==> src/rtl/seq_detector_multi.sv <==
// seq_detector_multi
//   Multi-channel serial pattern detector. Each channel shifts in one bit of
//   x per step, compares the newest LEN bits against PATTERN, and reports a
//   match either combinationally (Mealy) or one step later from a registered
//   flag (Moore), selected per channel at runtime. Every channel also keeps a
//   saturating hit counter.
//
// Parameters
//   LEN      pattern length in bits (>= 2)
//   PATTERN  pattern to match; bit LEN-1 is the first bit received
//   CH       number of independent channels
//   OVERLAP  1: overlapping matches allowed, 0: history discarded after a hit
//   CNT_W    width of each hit counter
//
// Ports
//   clk      system clock, rising edge
//   rst      asynchronous active-low reset
//   step     one-cycle sample enable shared by all channels
//   x        serial data bit per channel
//   mode     per-channel output select: 0 = Mealy, 1 = Moore (not registered)
//   clr_cnt  synchronous clear of all hit counters (wins over a hit)
//   z        per-channel detect output
//   hit_cnt  packed counters, channel i at [i*CNT_W +: CNT_W]
module seq_detector_multi #(
  parameter int unsigned    LEN     = 4,
  parameter logic [LEN-1:0] PATTERN = 4'b1011,
  parameter int unsigned    CH      = 2,
  parameter bit             OVERLAP = 1'b1,
  parameter int unsigned    CNT_W   = 8
) (
  input  logic                clk,
  input  logic                rst,
  input  logic                step,
  input  logic [CH-1:0]       x,
  input  logic [CH-1:0]       mode,
  input  logic                clr_cnt,
  output logic [CH-1:0]       z,
  output logic [CH*CNT_W-1:0] hit_cnt
);

  localparam int unsigned    FW       = $clog2(LEN + 1);
  localparam logic [FW-1:0]  FILL_MAX = FW'(LEN);
  localparam logic [FW-1:0]  FILL_THR = FW'(LEN - 1);
  localparam logic [FW-1:0]  FILL_ONE = FW'(1);
  localparam logic [CNT_W-1:0] CNT_ONE = CNT_W'(1);

  logic [LEN-1:0]   hist_q [CH];
  logic [LEN-1:0]   hist_d [CH];
  logic [FW-1:0]    fill_q [CH];
  logic [FW-1:0]    fill_d [CH];
  logic [CNT_W-1:0] cnt_q  [CH];
  logic [CNT_W-1:0] cnt_d  [CH];
  logic [CH-1:0]    mflag_q;
  logic [CH-1:0]    mflag_d;

  logic [LEN-1:0]   cand   [CH];
  logic [CH-1:0]    hit_now;

  // Match is evaluated against the live x so Mealy outputs need no step.
  always_comb begin : match_logic
    hit_now = '0;
    for (int unsigned i = 0; i < CH; i++) begin
      cand[i]    = {hist_q[i][LEN-2:0], x[i]};
      hit_now[i] = (fill_q[i] >= FILL_THR) && (cand[i] == PATTERN);
    end
  end

  always_ff @(posedge clk or negedge rst) begin : state_reg
    if (!rst) begin
      for (int unsigned i = 0; i < CH; i++) begin
        hist_q[i] <= '0;
        fill_q[i] <= '0;
        cnt_q[i]  <= '0;
      end
      mflag_q <= '0;
    end else begin
      for (int unsigned i = 0; i < CH; i++) begin
        hist_q[i] <= hist_d[i];
        fill_q[i] <= fill_d[i];
        cnt_q[i]  <= cnt_d[i];
      end
      mflag_q <= mflag_d;
    end
  end

  always_comb begin : next_state
    mflag_d = mflag_q;
    for (int unsigned i = 0; i < CH; i++) begin
      hist_d[i] = hist_q[i];
      fill_d[i] = fill_q[i];
      cnt_d[i]  = cnt_q[i];
      if (step) begin
        hist_d[i]  = cand[i];
        fill_d[i]  = (fill_q[i] == FILL_MAX) ? FILL_MAX : fill_q[i] + FILL_ONE;
        mflag_d[i] = hit_now[i];
        if (hit_now[i]) begin
          if (!OVERLAP) begin
            fill_d[i] = '0;
          end
          if (cnt_q[i] != '1) begin
            cnt_d[i] = cnt_q[i] + CNT_ONE;
          end
        end
      end
      // Clear is applied last so it overrides a coincident hit.
      if (clr_cnt) begin
        cnt_d[i] = '0;
      end
    end
  end

  always_comb begin : outputs
    z       = '0;
    hit_cnt = '0;
    for (int unsigned i = 0; i < CH; i++) begin
      z[i]                      = mode[i] ? mflag_q[i] : hit_now[i];
      hit_cnt[i*CNT_W +: CNT_W] = cnt_q[i];
    end
  end

endmodule
==> config.mk <==
export PLATFORM = sky130hd
export DESIGN_NAME = seq_detector_multi
export DESIGN_NICKNAME = d
export VERILOG_FILES = /design/src/rtl/seq_detector_multi.sv
export SDC_FILE = /design/constraint.sdc
export NUM_CORES = 1
export LEC_CHECK = 0
export CORE_MARGIN = 2
export CORE_UTILIZATION = 43
export DETAILED_ROUTE_END_ITERATION = 10
export PLACE_DENSITY_LB_ADDON = 0.3
export SLEW_MARGIN = 15
export SYNTH_ARGS = -nofsm -noshare
export SYNTH_HDL_FRONTEND = slang
export SYNTH_SLANG_ARGS = --single-unit
==> constraint.sdc <==
create_clock -name clk -period 2 [get_ports clk]
set_input_delay 0.3 -clock clk [delete_from_list [all_inputs] [get_ports clk]]
set_output_delay 0.3 -clock clk [all_outputs]
set_load 0.01 [all_outputs]
==> metrics.yaml <==
yosys:
  synth.largest_area_cell: "dfrtp_1"
  synth_edf_count: 0
  syn_avg_cell_area_um2: 10.1
  synthTopCellsByArea: "dfrtp_1 (48%), ha_1 (6.3%), mux2_2 (5.7%)"
  synth_cell_types: 34
  synthesis.nets: 172
  synth_warnings: 0
  syn_area_um2: 1580
  yosysMostFrequentCell: "dfrtp_1"
  synthFlopType: "dfrtp_1"
  async_flop_share_pct: 100
  synthDominantCellAreaShare_pct: 47.6
  ys_top_cells_by_count: "dfrtp_1 (30), o21ai_0 (13), inv_1 (12)"
  synth_seq_cells: 30
  syn_inst: 156
  seq_area_frac_synth_pct: 47.6
routing:
  first_pass_iters: 4
  via_count: 1358
  routed_wl_mm: 3.34
  wl_per_cell_um: 13.7
  first_iter_violations: 31
  drc_errors: 0
  drtAntennaViolNets: 0
  viasPerCell: 5.57
outcome:
  outcome: "finished clean"
cts:
  htreeDepth: 2
  cts_tree: "built"
  path_clk_slew_ns: 0.10
  numCtsBuffers: 5
  clk_latency_ns: 0.34
  root_buffer: "clkbuf_4"
  clk_path_buf_depth: 2
  cts_sinks: 30
  cts.hold.buffers_added: 0
layout:
  fin_util_pct: 60.7
  n_antenna_cell: 0
  synthToLayoutAreaGrowth_pct: 31.4
  nNetsFinal: 213
  layout-drive-gt1-share_pct: 22.2
global_route:
  grt.overflow.total: 0
  grt_pass1_wl_mm: 5.59
  track_usage_pct: 17.2
  first_global_vias: 1317
  grt_antenna_before_repair: 0
  grt_start_max_net_pins: 31
placed_design:
  place.gp.congestion: 0.765
  dp_hpwl_mm: 2.36
  portBuffers: 25
timing:
  worst_slew_pin_slew_ns: 0.545
  period_needed_ns: 1.94
  timing.hold.ws_ns: 0.332
  setup_tns_ns: 0
  final.period_utilization_pct: 97.0
  drv_slew: 0
  clock_skew_ns: 0.0167
  clock.fmax_mhz: 515
  timing.final.hold_violations: 0
  maxSlewHeadroom_pct: 63.5
  setup_violations: 0
worst_setup_path:
  critical_path_arrival_ns: 2.21
  path_class: "flip-flop to flip-flop"
  cp_max_fo: 5
  worstReg2RegStart: "fill_q[4]"
  rrSetupSlack_ns: 0.06
  crit_end: "hit_cnt[3]"
  crit_start: "fill_q[4]"
  cp_data_required_time_ns: 2.27
  path_cells: "ha_2, ha_4, a211oi_2, or3_4, or4_1, a21oi_1"
  critPathMaxStageDelay_ns: 0.51
  worst_setup_path_end_kind: "flip-flop"
  cp-start-kind: "flip-flop"
  critPathSlowestCell: "or4_1"
  r2r-end: "hit_cnt[3]"
  reg2reg_depth: 6
job:
  drv_cap: 0
die:
  die_x_um: 64.6
  die_h_um: 64.6
  initial_utilization_pct: 46.2
  std_cell_rows: 21
  num_io_pins: 26
  core_um2: 3420
  dieArea_um2: 4170
pwr:
  ir_worst_vdd_v: 0.000548
  power_density_nw_per_um2: 758
  total_power_mw: 1.57
  p_leak_nw: 0.878
min_path:
  min_path_type: "input pin to async pin"
[final cells by class]
class	count	area, um^2
fillers	293	1340
repair buffers	39	349
multi-input cells	108	806
inverters	13	48.8
flip-flops and latches	30	751
well taps	46	57.6
clock inverters	1	5.00
clock buffers	7	55.1
[power by group]
group	total (mW)	internal, mW	switching [mW]
clock network	0.376	0.170	0.206
logic	0.443	0.215	0.228
registers	0.752	0.689	0.0630
total	1.57	1.07	0.497
[registers in the layout, summed over array words and instances (netlist names)]
name     count
cand         6
fill_q       6
hit_cnt     16
mflag_q      2
[worst max-delay path: cells and delay by family, from the launching register on]
family / cells / cell delay (ns)
adder cells (fa/ha/maj): 2 / 0.36
AO/OA/AOI/OAI: 2 / 0.22
AND/OR/NAND/NOR: 2 / 0.93
flip-flops: 1 / 0.37
[placed cells by master, fill, tap and decap left out, types with 2 or more instances in the layout]
cell and instances:
a21o_1 2, nor2b_1 3, nor2_1 6, nand2_1 11, ha_1 6, o311ai_0 3
o41ai_1 3, or3_4 3, or4_1 3, a21oi_1 7, mux2_2 8, a311oi_1 2
nand4_1 3, o31ai_1 4, nand3_1 10, dfrtp_1 30, o21ai_0 13, clkdlybuf4s50_1 23
nor3_1 2, buf_4 13, clkbuf_4 5, inv_1 12, nor4_1 2, a211oi_2 2
clkbuf_2 2
[worst min path at each step]
stage | slack, ns | cells past startpoint | from | to
finish | 0.33 | 2 | rst | hit_cnt[2]
global route | 0.38 | 2 | rst | hit_cnt[11]
CTS | 0.35 | 2 | rst | hit_cnt[2]
detailed placement | 0.47 | 1 | mflag_q[0] | mflag_q[0]
global placement | 0.46 | 1 | mflag_q[0] | mflag_q[0]
floorplan | 0.004 | 0 | rst | cand[1]
[repair_timing]
action / in CTS / in global routing
buffers inserted: 4 / 1
endpoints found under the setup margin: 2 / 11
pin swaps: 2 / 6
resized for setup: 6 / 12
cloned: 0 / 0
[per-stage QoR]
| step | cell area, um^2 | cells | setup slack [ns] |
|---|---|---|---|
| 3_3_place_gp | 1930 | 232 | -0.139 |
| 2_1_floorplan | 1580 | 156 | 0.187 |
| 4_1_cts | 2030 | 244 | 0.00564 |
| 5_1_grt | 2070 | 244 | -0.0209 |
| 6_report | 2070 | 244 | 0.0600 |
| 3_5_place_dp | 1930 | 232 | -0.171 |
[layer usage]
metal / global-route usage, % / routed length, um / up-vias
li1: - / - / 663
met1: 21.0 / 1510 / 663
met2: 28.1 / 1640 / 26
met3: 5.38 / 144 / 6
met4: 7.45 / 50 / 0
met5: 0 / 0 / -
[logic make-up after synthesis]
| logic type | after synthesis | synth area share [%] |
|---|---|---|
| fa+ha+maj | 8 | 6.35 |
| simple gates | 50 | 17.8 |
| mux | 9 | 6.35 |
| flops | 30 | 47.6 |
| buf+inv | 18 | 4.92 |
| compound gates | 41 | 17.0 |
Note: power is estimated with default switching activity, not from simulation.
